## src/rtl/arp_pkg.sv

```systemverilog
// Shared types and constants for the ARP transmit scheduler.
package arp_pkg;

  typedef enum logic [2:0] {
    ST_IDLE,
    ST_LOAD_REQ,
    ST_FIRE_REQ,
    ST_LOAD_REPLY,
    ST_FRAME,
    ST_RESOLVE_WAIT
  } arp_state_t;

  typedef enum logic [1:0] {
    TRK_IDLE,
    TRK_WAIT_START,
    TRK_IN_FRAME,
    TRK_GAP
  } trk_state_t;

  localparam logic [15:0] ARP_OP_REQ   = 16'd1;
  localparam logic [15:0] ARP_OP_REPLY = 16'd2;

  localparam logic [31:0] ARP_IP_NONE  = 32'h0000_0000;

  // Down-counters expire on the cycle they read zero, so load N-1 for N cycles.
  function automatic logic [31:0] cyc_to_load(input logic [31:0] cyc);
    return (cyc == 32'd0) ? 32'd0 : cyc - 32'd1;
  endfunction

endpackage

```

## src/rtl/arp_tx_ctrl_if.sv

```systemverilog
// Upstream/framer-facing signal bundle of the ARP transmit scheduler.
interface arp_tx_ctrl_if;
  logic        i_reply_req;
  logic        i_resolve_req;
  logic [31:0] i_resolve_ip;
  logic        i_arp_reply_valid;
  logic [31:0] i_arp_reply_ip;
  logic        i_mac_valid;
  logic        o_trig_reply;
  logic        o_active_req;
  logic [31:0] o_dst_ip;
  logic        o_dst_ip_valid;
  logic        o_busy;
  logic        o_resolve_ok;
  logic        o_resolve_fail;

  modport slave (
    input  i_reply_req, i_resolve_req, i_resolve_ip,
    input  i_arp_reply_valid, i_arp_reply_ip, i_mac_valid,
    output o_trig_reply, o_active_req, o_dst_ip, o_dst_ip_valid,
    output o_busy, o_resolve_ok, o_resolve_fail
  );

  modport master (
    output i_reply_req, i_resolve_req, i_resolve_ip,
    output i_arp_reply_valid, i_arp_reply_ip, i_mac_valid,
    input  o_trig_reply, o_active_req, o_dst_ip, o_dst_ip_valid,
    input  o_busy, o_resolve_ok, o_resolve_fail
  );
endinterface

```

## src/rtl/arp_frame_tracker.sv

```systemverilog
// Follows one framer transmission: start window, valid-high body, inter-frame gap.
// state          | meaning
// TRK_IDLE       | no frame outstanding
// TRK_WAIT_START | trigger sent, waiting for framer valid (bounded)
// TRK_IN_FRAME   | framer valid high
// TRK_GAP        | enforced idle after the frame, then frame_done
module arp_frame_tracker
  import arp_pkg::*;
#(
  parameter logic [7:0] P_START_TO = 8'd8,
  parameter logic [7:0] P_IFG_CYC  = 8'd12
) (
  input  logic i_clk,
  input  logic i_rst,
  input  logic i_start,
  input  logic i_mac_valid,
  output logic o_frame_done
);

  localparam logic [7:0] LP_START_LD = (P_START_TO == 8'd0) ? 8'd0 : P_START_TO - 8'd1;
  localparam logic [7:0] LP_IFG_LD   = (P_IFG_CYC == 8'd0) ? 8'd0 : P_IFG_CYC - 8'd1;

  trk_state_t r_state;
  logic [7:0] r_cnt;
  logic       r_frame_done;

  always_ff @(posedge i_clk) begin
    if (i_rst) begin
      r_state      <= TRK_IDLE;
      r_cnt        <= 8'd0;
      r_frame_done <= 1'b0;
    end else begin
      r_frame_done <= 1'b0;
      case (r_state)
        TRK_IDLE: begin
          if (i_start) begin
            r_state <= TRK_WAIT_START;
            r_cnt   <= LP_START_LD;
          end
        end
        TRK_WAIT_START: begin
          if (i_mac_valid) begin
            r_state <= TRK_IN_FRAME;
          end else if (r_cnt == 8'd0) begin
            // framer never started; treat the frame as finished
            r_state <= TRK_GAP;
            r_cnt   <= LP_IFG_LD;
          end else begin
            r_cnt <= r_cnt - 8'd1;
          end
        end
        TRK_IN_FRAME: begin
          if (!i_mac_valid) begin
            r_state <= TRK_GAP;
            r_cnt   <= LP_IFG_LD;
          end
        end
        TRK_GAP: begin
          if (r_cnt == 8'd0) begin
            r_state      <= TRK_IDLE;
            r_frame_done <= 1'b1;
          end else begin
            r_cnt <= r_cnt - 8'd1;
          end
        end
        default: r_state <= TRK_IDLE;
      endcase
    end
  end

  assign o_frame_done = r_frame_done;

endmodule

```

## src/rtl/arp_tx_ctrl.sv

```systemverilog
// ARP transmit scheduler: arbitrates replies and resolve requests, one frame at a time.
// state           | meaning
// ST_IDLE         | nothing in flight; pick reply first, then request
// ST_LOAD_REQ     | destination IP strobed to framer
// ST_FIRE_REQ     | request trigger pulse
// ST_LOAD_REPLY   | reply trigger pulse
// ST_FRAME        | frame tracker running (start window, body, gap)
// ST_RESOLVE_WAIT | awaiting matching ARP reply, response timer running
module arp_tx_ctrl
  import arp_pkg::*;
#(
  parameter logic [31:0] P_TIMEOUT_CYC = 32'd125_000_000,
  parameter logic [3:0]  P_MAX_RETRY   = 4'd3,
  parameter logic [7:0]  P_IFG_CYC     = 8'd12,
  parameter logic [7:0]  P_START_TO    = 8'd8
) (
  input  logic          i_clk,
  input  logic          i_rst,
  arp_tx_ctrl_if.slave  if_arp
);

  localparam logic [31:0] LP_TMR_LD = cyc_to_load(P_TIMEOUT_CYC);

  arp_state_t  r_state;
  logic        r_reply_pend;
  logic        r_req_pend;
  logic        r_resolve_act;
  logic [31:0] r_tgt_ip;
  logic [3:0]  r_retry;
  logic [31:0] r_resp_tmr;
  logic [15:0] r_cur_op;
  logic        r_trig_reply;
  logic        r_active_req;
  logic [31:0] r_dst_ip;
  logic        r_dst_ip_valid;
  logic        r_resolve_ok;
  logic        r_resolve_fail;

  logic        w_match;
  logic        w_req_busy;
  logic        w_frame_done;

  assign w_match = r_resolve_act && if_arp.i_arp_reply_valid &&
                   (if_arp.i_arp_reply_ip == r_tgt_ip);

  // The response timer is held while our own request is being sent.
  assign w_req_busy = (r_cur_op == ARP_OP_REQ) &&
                      (r_state inside {ST_LOAD_REQ, ST_FIRE_REQ, ST_FRAME});

  arp_frame_tracker #(
    .P_START_TO (P_START_TO),
    .P_IFG_CYC  (P_IFG_CYC)
  ) u_tracker (
    .i_clk        (i_clk),
    .i_rst        (i_rst),
    .i_start      (r_trig_reply | r_active_req),
    .i_mac_valid  (if_arp.i_mac_valid),
    .o_frame_done (w_frame_done)
  );

  always_ff @(posedge i_clk) begin
    if (i_rst) begin
      r_state        <= ST_IDLE;
      r_reply_pend   <= 1'b0;
      r_req_pend     <= 1'b0;
      r_resolve_act  <= 1'b0;
      r_tgt_ip       <= ARP_IP_NONE;
      r_retry        <= 4'd0;
      r_resp_tmr     <= LP_TMR_LD;
      r_cur_op       <= ARP_OP_REPLY;
      r_trig_reply   <= 1'b0;
      r_active_req   <= 1'b0;
      r_dst_ip       <= ARP_IP_NONE;
      r_dst_ip_valid <= 1'b0;
      r_resolve_ok   <= 1'b0;
      r_resolve_fail <= 1'b0;
    end else begin
      r_trig_reply   <= 1'b0;
      r_active_req   <= 1'b0;
      r_dst_ip_valid <= 1'b0;
      r_resolve_ok   <= 1'b0;
      r_resolve_fail <= 1'b0;

      if (if_arp.i_resolve_req && !r_resolve_act) begin
        r_tgt_ip      <= if_arp.i_resolve_ip;
        r_req_pend    <= 1'b1;
        r_resolve_act <= 1'b1;
        r_retry       <= 4'd0;
      end

      if (!r_resolve_act || w_req_busy) begin
        r_resp_tmr <= LP_TMR_LD;
      end else if (r_resp_tmr != 32'd0) begin
        r_resp_tmr <= r_resp_tmr - 32'd1;
      end

      if (w_match) begin
        r_resolve_ok  <= 1'b1;
        r_resolve_act <= 1'b0;
        r_req_pend    <= 1'b0;
      end

      case (r_state)
        ST_IDLE: begin
          if (r_reply_pend) begin
            r_state      <= ST_LOAD_REPLY;
            r_trig_reply <= 1'b1;
            r_reply_pend <= 1'b0;
            r_cur_op     <= ARP_OP_REPLY;
          end else if (r_req_pend) begin
            r_state        <= ST_LOAD_REQ;
            r_dst_ip       <= r_tgt_ip;
            r_dst_ip_valid <= 1'b1;
            r_req_pend     <= 1'b0;
            r_cur_op       <= ARP_OP_REQ;
          end
        end
        ST_LOAD_REQ: begin
          r_state      <= ST_FIRE_REQ;
          r_active_req <= 1'b1;
        end
        ST_FIRE_REQ:   r_state <= ST_FRAME;
        ST_LOAD_REPLY: r_state <= ST_FRAME;
        ST_FRAME: begin
          // a resolve whose first request is still queued goes back through IDLE
          if (w_frame_done) begin
            r_state <= (r_resolve_act && !r_req_pend && !w_match) ? ST_RESOLVE_WAIT : ST_IDLE;
          end
        end
        ST_RESOLVE_WAIT: begin
          if (w_match) begin
            r_state <= ST_IDLE;
          end else if (r_resp_tmr == 32'd0) begin
            if (r_retry < P_MAX_RETRY) begin
              r_retry        <= r_retry + 4'd1;
              r_state        <= ST_LOAD_REQ;
              r_dst_ip       <= r_tgt_ip;
              r_dst_ip_valid <= 1'b1;
              r_cur_op       <= ARP_OP_REQ;
            end else begin
              r_resolve_fail <= 1'b1;
              r_resolve_act  <= 1'b0;
              r_state        <= ST_IDLE;
            end
          end else if (r_reply_pend) begin
            r_state      <= ST_LOAD_REPLY;
            r_trig_reply <= 1'b1;
            r_reply_pend <= 1'b0;
            r_cur_op     <= ARP_OP_REPLY;
          end
        end
        default: r_state <= ST_IDLE;
      endcase

      // a reply request arriving as the previous one fires stays pending
      if (if_arp.i_reply_req) begin
        r_reply_pend <= 1'b1;
      end
    end
  end

  assign if_arp.o_trig_reply   = r_trig_reply;
  assign if_arp.o_active_req   = r_active_req;
  assign if_arp.o_dst_ip       = r_dst_ip;
  assign if_arp.o_dst_ip_valid = r_dst_ip_valid;
  assign if_arp.o_busy         = r_resolve_act;
  assign if_arp.o_resolve_ok   = r_resolve_ok;
  assign if_arp.o_resolve_fail = r_resolve_fail;

endmodule

```

## src/flat_wrapper.sv

```systemverilog
// flat-port wrapper written by rule: the top's interface ports become plain ports
module arp_tx_ctrl_flat import arp_pkg::*;
#(
  parameter logic [31:0] P_TIMEOUT_CYC = 32'd125_000_000,
  parameter logic [3:0]  P_MAX_RETRY   = 4'd3,
  parameter logic [7:0]  P_IFG_CYC     = 8'd12,
  parameter logic [7:0]  P_START_TO    = 8'd8
)
  (i_clk, i_rst, if_arp_i_reply_req, if_arp_i_resolve_req, if_arp_i_resolve_ip, if_arp_i_arp_reply_valid, if_arp_i_arp_reply_ip, if_arp_i_mac_valid, if_arp_o_trig_reply, if_arp_o_active_req, if_arp_o_dst_ip, if_arp_o_dst_ip_valid, if_arp_o_busy, if_arp_o_resolve_ok, if_arp_o_resolve_fail);
  arp_tx_ctrl_if if_arp_i ();
  input  logic i_clk;
  input  logic i_rst;
  input wire logic [$bits(if_arp_i.i_reply_req)-1:0] if_arp_i_reply_req;
  input wire logic [$bits(if_arp_i.i_resolve_req)-1:0] if_arp_i_resolve_req;
  input wire logic [$bits(if_arp_i.i_resolve_ip)-1:0] if_arp_i_resolve_ip;
  input wire logic [$bits(if_arp_i.i_arp_reply_valid)-1:0] if_arp_i_arp_reply_valid;
  input wire logic [$bits(if_arp_i.i_arp_reply_ip)-1:0] if_arp_i_arp_reply_ip;
  input wire logic [$bits(if_arp_i.i_mac_valid)-1:0] if_arp_i_mac_valid;
  output wire logic [$bits(if_arp_i.o_trig_reply)-1:0] if_arp_o_trig_reply;
  output wire logic [$bits(if_arp_i.o_active_req)-1:0] if_arp_o_active_req;
  output wire logic [$bits(if_arp_i.o_dst_ip)-1:0] if_arp_o_dst_ip;
  output wire logic [$bits(if_arp_i.o_dst_ip_valid)-1:0] if_arp_o_dst_ip_valid;
  output wire logic [$bits(if_arp_i.o_busy)-1:0] if_arp_o_busy;
  output wire logic [$bits(if_arp_i.o_resolve_ok)-1:0] if_arp_o_resolve_ok;
  output wire logic [$bits(if_arp_i.o_resolve_fail)-1:0] if_arp_o_resolve_fail;
  assign if_arp_i.i_reply_req = if_arp_i_reply_req;
  assign if_arp_i.i_resolve_req = if_arp_i_resolve_req;
  assign if_arp_i.i_resolve_ip = if_arp_i_resolve_ip;
  assign if_arp_i.i_arp_reply_valid = if_arp_i_arp_reply_valid;
  assign if_arp_i.i_arp_reply_ip = if_arp_i_arp_reply_ip;
  assign if_arp_i.i_mac_valid = if_arp_i_mac_valid;
  assign if_arp_o_trig_reply = if_arp_i.o_trig_reply;
  assign if_arp_o_active_req = if_arp_i.o_active_req;
  assign if_arp_o_dst_ip = if_arp_i.o_dst_ip;
  assign if_arp_o_dst_ip_valid = if_arp_i.o_dst_ip_valid;
  assign if_arp_o_busy = if_arp_i.o_busy;
  assign if_arp_o_resolve_ok = if_arp_i.o_resolve_ok;
  assign if_arp_o_resolve_fail = if_arp_i.o_resolve_fail;
  arp_tx_ctrl #(.P_TIMEOUT_CYC(P_TIMEOUT_CYC), .P_MAX_RETRY(P_MAX_RETRY), .P_IFG_CYC(P_IFG_CYC), .P_START_TO(P_START_TO)) u_core (.i_clk(i_clk), .i_rst(i_rst), .if_arp(if_arp_i));
endmodule
```

## config.mk

```make
export PLATFORM = sky130hd
export DESIGN_NAME = arp_tx_ctrl_flat
export DESIGN_NICKNAME = d
export VERILOG_FILES = /design/src/rtl/arp_pkg.sv /design/src/rtl/arp_tx_ctrl_if.sv /design/src/rtl/arp_frame_tracker.sv /design/src/rtl/arp_tx_ctrl.sv /design/src/flat_wrapper.sv
export SDC_FILE = /design/constraint.sdc
export NUM_CORES = 1
export LEC_CHECK = 0
export BUFFER_PORTS_ARGS = -buffer_cell sky130_fd_sc_hd__buf_2
export CAP_MARGIN = 20
export CORE_MARGIN = 8
export CORE_UTILIZATION = 40
export CTS_CLUSTER_DIAMETER = 60
export DETAILED_ROUTE_END_ITERATION = 8
export PLACE_DENSITY = 0.64
export SYNTH_ARGS = -nofsm -noshare
export SYNTH_HDL_FRONTEND = slang
export SYNTH_SLANG_ARGS = --single-unit
```

## constraint.sdc

```tcl
create_clock -name i_clk -period 6.2 [get_ports i_clk]
set_input_delay 0.62 -clock i_clk [delete_from_list [all_inputs] [get_ports i_clk]]
set_output_delay 0.62 -clock i_clk [all_outputs]
set_load 0.005 [all_outputs]
```

Word level (Yosys, flattened, before mapping). Index checks and enable logic that the tools add are counted.

Flip-flop bits (word level): 138. Bits of input ports: 70. Output and inout bits: 38. Logic and storage cells: 149.

$add $sub $neg: 3. $lt $le $gt $ge: 1. Equal/unequal tests: 28. Mux-type cells: 68. Bitwise logic cells: 4. Reductions and logical operators: 28.

Operators by type and width (count): $mux 32 (5); $mux 16 (6); $pmux 32 s2 (1); $mux 8 (5); $eq 32x32->1 (1); $logic_not 32->1 (1); $pmux 16 s2 (1); $pmux 8 s4 (1); $reduce_bool 32->1 (1); $sub 32x1->32 const B (1); $mux 1 (27); $mux 3 (7); $mux 4 (5); $eq 16x1->1 const B (1); $ne 2x2->1 const B (8); $pmux 3 s5 (1); $ne 3x3->1 const B (4); $mux 2 (5); $logic_not 8->1 (1); $pmux 2 s4 (1); $reduce_and 4->1 (2); $sub 8x1->8 const B (1); $eq 3x2->1 const B (2); $eq 3x3->1 const B (2); other kinds (23) (42).

Depth between registers and ports, before layout.
Depth after elaboration: 8. Gate-level depth with buffers: 8.

Hierarchy. Synthesis repeated with hierarchy kept, for this count alone.

Cell total of the unflattened synthesis: 679. Area total of the unflattened synthesis: 5829.3 um^2.

By module, submodules not included: arp_tx_ctrl (instances 1, cells each 592, area each 5107.4 um^2); arp_frame_tracker (instances 1, cells each 87, area each 721.9 um^2).

Worst setup path before layout. No wires, ideal clock.

Kind: input-to-reg. Start: input if_arp_i_arp_reply_ip[22]. End: register u_core.r_cur_op[1]. Arrival time: 2399 ps. Required time: 6078 ps. Path slack: 3679 ps. Cell stages on the path: 6. Cell sequence: xnor2_1 > nand2_1 > or4_1 > nor3_1 > o21ai_0 > a221o_1.

Longest elaborated chain between the ends: 4.

Ends and longest elaborated chain: from (decl) (line flat_wrapper.sv:17) `input wire logic [$bits(if_arp_i.i_arp_reply_ip)-1:0] if_arp_i_arp_reply_ip;`; $eq 32x32->1 (line arp_tx_ctrl.sv:44) `(if_arp.i_arp_reply_ip == r_tgt_ip);`; $logic_and 1x1->1 (line arp_tx_ctrl.sv:43) `assign w_match = r_resolve_act && if_arp.i_arp_reply_valid &&`; $ne 2x2->1 (no line); $reduce_and 5->1 (no line); to (signal assigned) (line arp_tx_ctrl.sv:70) `r_cur_op <= ARP_OP_REPLY;`; to (signal assigned) (line arp_tx_ctrl.sv:109) `r_cur_op <= ARP_OP_REPLY;`; to (signal assigned) (line arp_tx_ctrl.sv:115) `r_cur_op <= ARP_OP_REQ;`; to (decl) (line arp_tx_ctrl.sv:31) `logic [15:0] r_cur_op;`.

Every way passes these cells. A chain may end at the register's enable or synchronous reset.

Worst setup path in the final report.
Start: register u_core.r_resp_tmr[4]. End: register u_core.r_dst_ip[17], in the netlist u_core.if_arp.o_dst_ip[17].

Longest elaborated chain between the ends: 3.

Ends and longest elaborated chain: from (decl) (line arp_tx_ctrl.sv:30) `logic [31:0] r_resp_tmr;`; from (signal assigned) (line arp_tx_ctrl.sv:94) `r_resp_tmr <= r_resp_tmr - 32'd1;`; $logic_not 32->1 (line arp_tx_ctrl.sv:133) `end else if (r_resp_tmr == 32'd0) begin`; $ne 2x1->1 (no line); $reduce_and 6->1 (no line); to (signal assigned) (line arp_tx_ctrl.sv:112) `r_dst_ip <= r_tgt_ip;`; to (signal assigned) (line arp_tx_ctrl.sv:137) `r_dst_ip <= r_tgt_ip;`; to (decl) (line arp_tx_ctrl.sv:34) `logic [31:0] r_dst_ip;`.

Every way passes these cells.

==> results_dict.tcl <==
set metrics [dict create \
    outcome "completed" \
    final_util_pct 49.5 \
    dpl-instance-area_sq_um 6540 \
    diodes 0 \
    synthTopCellsByArea "dfxtp_1 42%, nand2b_1 7.4%, xor2_1 6.1%" \
    rsz0062_at_grt "no" \
    layout_commonest_cell "dfxtp_1" \
    worstPathRequired_ps 6540 \
    cp_top_family "simple AND/OR/NAND/NOR gates" \
    clock-sinks 124 \
    reg2reg_to "u_core.if_arp.o_dst_ip[17]$_SDFFE_PP0P_" \
    die_h_um 138 \
    grt_pass1_wl_um 24800 \
    timing.rr.start "u_core.r_resp_tmr[4]$_SDFFE_PP1P_" \
    cp_slowest_stage_delay_ps 730 \
    synth-seq-cells 124 \
    fin_nets 852 \
    hold_path.class "primary input to flip-flop" \
    grt-ovfl-total 0 \
    p_leak_nw 2.84 \
    hp-start "if_arp_i_resolve_ip[7]" \
    r2r_slack_ps 3190 \
    crit_chain "or4_1, nor3_4, nand4_2, a211o_1, nor2_4, buf_4, mux2i_1" \
    drv_cap 0 \
    design.die.area_sq_um 19000 \
    critical_path_buf_inv_count 1 \
    seq_area_frac_synth_pct 41.9 \
    period_share_pct 48.5 \
    final_cell_mix "124 x dfxtp_1, 107 x buf_2, 87 x nand2_1, 70 x nand2b_1, 46 x a21oi_1" \
    rows 44 \
    slew_headroom_pct 40.1 \
    clk_latency_ps 410 \
    netlist_area_sq_um 5930 \
    yosys.cell_types.count 56 \
    clk_pin_slew_ps 60 \
    ys.flop_type "dfxtp_1" \
    ir_drop_uv 209 \
    vias_per_cell 5.27 \
    numCtsBuffers 17 \
    drc 0 \
    cts_tree "yes" \
    path_max_fanout 32 \
    cts_hold_buf 0 \
    critPathKind "flip-flop to flip-flop" \
    start_util_pct 40.9 \
    synth_edf_count 0 \
    yosysTopAreaCellShare_pct 41.9 \
    die_x_um 138 \
    final.setup_skew_ps 9.04 \
    hold_viol_final 0 \
    drtPass1Iterations 4 \
    timing.setup.tns_ps 0 \
    first_global_vias 5190 \
    ctsRootBufferMaster "clkbuf_16" \
    synth.avg_cell_area_sq_um 8.70 \
    startpoint_type "flip-flop" \
    h-tree-depth 4 \
    antenna_found_initial 0 \
    fillers 1365 \
    portBuffers 107 \
    setup_viol 0 \
    post_cts_buffers 0 \
    hold_depth 3 \
    slew_viol_final 0 \
    arrival_ps 3350 \
    holdWs_ps 443 \
    wl_per_cell_um 15.6 \
    grt_max_degree 114 \
    gp_congestion 0.832 \
    dp.final_hpwl_um 10900 \
    reg2reg_depth 7 \
    drive_gt1_share_pct 19.3 \
    syn_nets 761 \
    crit_slowest_cell "or4_1" \
    core_region_area_sq_um 14500 \
    final_cell_area_sq_um 7160 \
    antenna_left 0 \
    ys_warn_count 0 \
    area_growth_syn_to_layout_pct 20.8 \
    ioPinCount 108 \
    tightest_slew_ps 899 \
    drt-total-wl_um 15100 \
    grt_use_total_pct 16.5 \
    min_to "u_core.r_tgt_ip[7]$_SDFFE_PP0P_" \
    p_per_area_nw_per_um2 367 \
    period_minus_slack_ps 3010 \
    yosys.area.top_type "dfxtp_1" \
    clock_path_buffers 2 \
    clock.fmax_mhz 333 \
    endpoint_kind "flip-flop" \
    syn_inst 681 \
    dr_total_vias 5097 \
    drt_iter0_drc 252 \
    async_reset_ff_share_pct 0 \
    cp-startpoint "u_core.r_resp_tmr[4]$_SDFFE_PP1P_" \
    postCtsResizedCells 0 \
]
==> worst max path at each step <==
stage | to | slack (ps) | depth (start not counted)
after detailed placement | u_core.r_cur_op[1]$_SDFFE_PP1P_ | 3070 | 7
after floorplan | u_core.r_cur_op[1]$_SDFFE_PP1P_ | 3680 | 6
final | u_core.if_arp.o_dst_ip[17]$_SDFFE_PP0P_ | 3190 | 7
after CTS | u_core.if_arp.o_dst_ip[28]$_SDFFE_PP0P_ | 3190 | 7
after global placement | u_core.r_cur_op[1]$_SDFFE_PP1P_ | 3160 | 7
after global routing | u_core.if_arp.o_dst_ip[18]$_SDFFE_PP0P_ | 3000 | 7
==> Yosys cell counts (10+ instances only) <==
library cell and instances:
a21oi_1 46, clkbuf_1 34, dfxtp_1 124, ha_1 10
inv_1 12, mux2i_1 34, nand2_1 87, nand2b_1 70
nand3_1 11, nand4_1 10, nor2_1 39, nor3_1 17
nor4_1 19, o21ai_0 18, or3_1 11, xnor2_1 17
xor2_1 41
==> per-stage QoR <==
step                setup WS [ps]  std cells  total power [mW]
floorplan                    3680        681              1.47
global placement             3160        937              1.58
detailed placement           3070        937              1.60
CTS                          3190        968              2.65
global route                 3000        968              2.77
finish                       3190        968              2.63
==> registers in the layout, summed over array words and instances (netlist names) <==
name and cells:
u_core.r_req_pend 1, u_core.if_arp.o_resolve_fail 1, u_core.r_retry 4, u_core.if_arp.o_active_req 1, u_core.u_tracker.o_frame_done 1, u_core.u_tracker.r_state 2
u_core.if_arp.o_trig_reply 1, u_core.r_cur_op 2, u_core.r_resp_tmr 32, u_core.u_tracker.r_cnt 8, u_core.if_arp.o_resolve_ok 1, u_core.r_state 3
u_core.if_arp.o_busy 1, u_core.r_reply_pend 1, u_core.if_arp.o_dst_ip 32, u_core.r_tgt_ip 32, u_core.if_arp.o_dst_ip_valid 1
==> layout make-up <==
cell class | count | area, sq um | area share, %
Clock inverter | 6 | 134 | 1.87
Sequential cell | 124 | 2480 | 34.7
Clock buffer | 25 | 485 | 6.78
Timing Repair Buffer | 111 | 566 | 7.90
Inverter | 12 | 45.0 | 0.629
Multi-Input combinational cell | 506 | 3220 | 44.9
Tap cell | 184 | 230 | 3.22
==> tightest hold or removal path, stage by stage <==
cell,delay [ps]
buf_2,90
nand2_1,40
a21oi_1,50
==> logic make-up (layout without fill, tap and decap cells) <==
logic type	Yosys count	count (layout)	share of synthesized area, %
AOI/OAI and AO/OA	96	96	9.80
muxes	35	35	5.93
DFF	124	124	41.9
and+or+nand+nor	307	307	27.8
buffers and inverters	51	154	3.93
xor gates and xnor gates	58	58	8.57
adders and majority gates	10	10	2.11
==> power by group <==
group	switching [mW]	internal [mW]	total, mW
logic	0.358	0.279	0.637
clock network	0.339	0.703	1.04
registers	0.0719	0.879	0.951
==> layer usage <==
layer	global-route usage, %	vias to the layer above	routed length, um
li1	-	2542	-
met1	19.6	2376	6770
met2	26.5	157	7050
met3	6.05	22	941
met4	6.93	0	310
met5	0	-	0
Note: power is estimated with default switching activity, not from simulation.
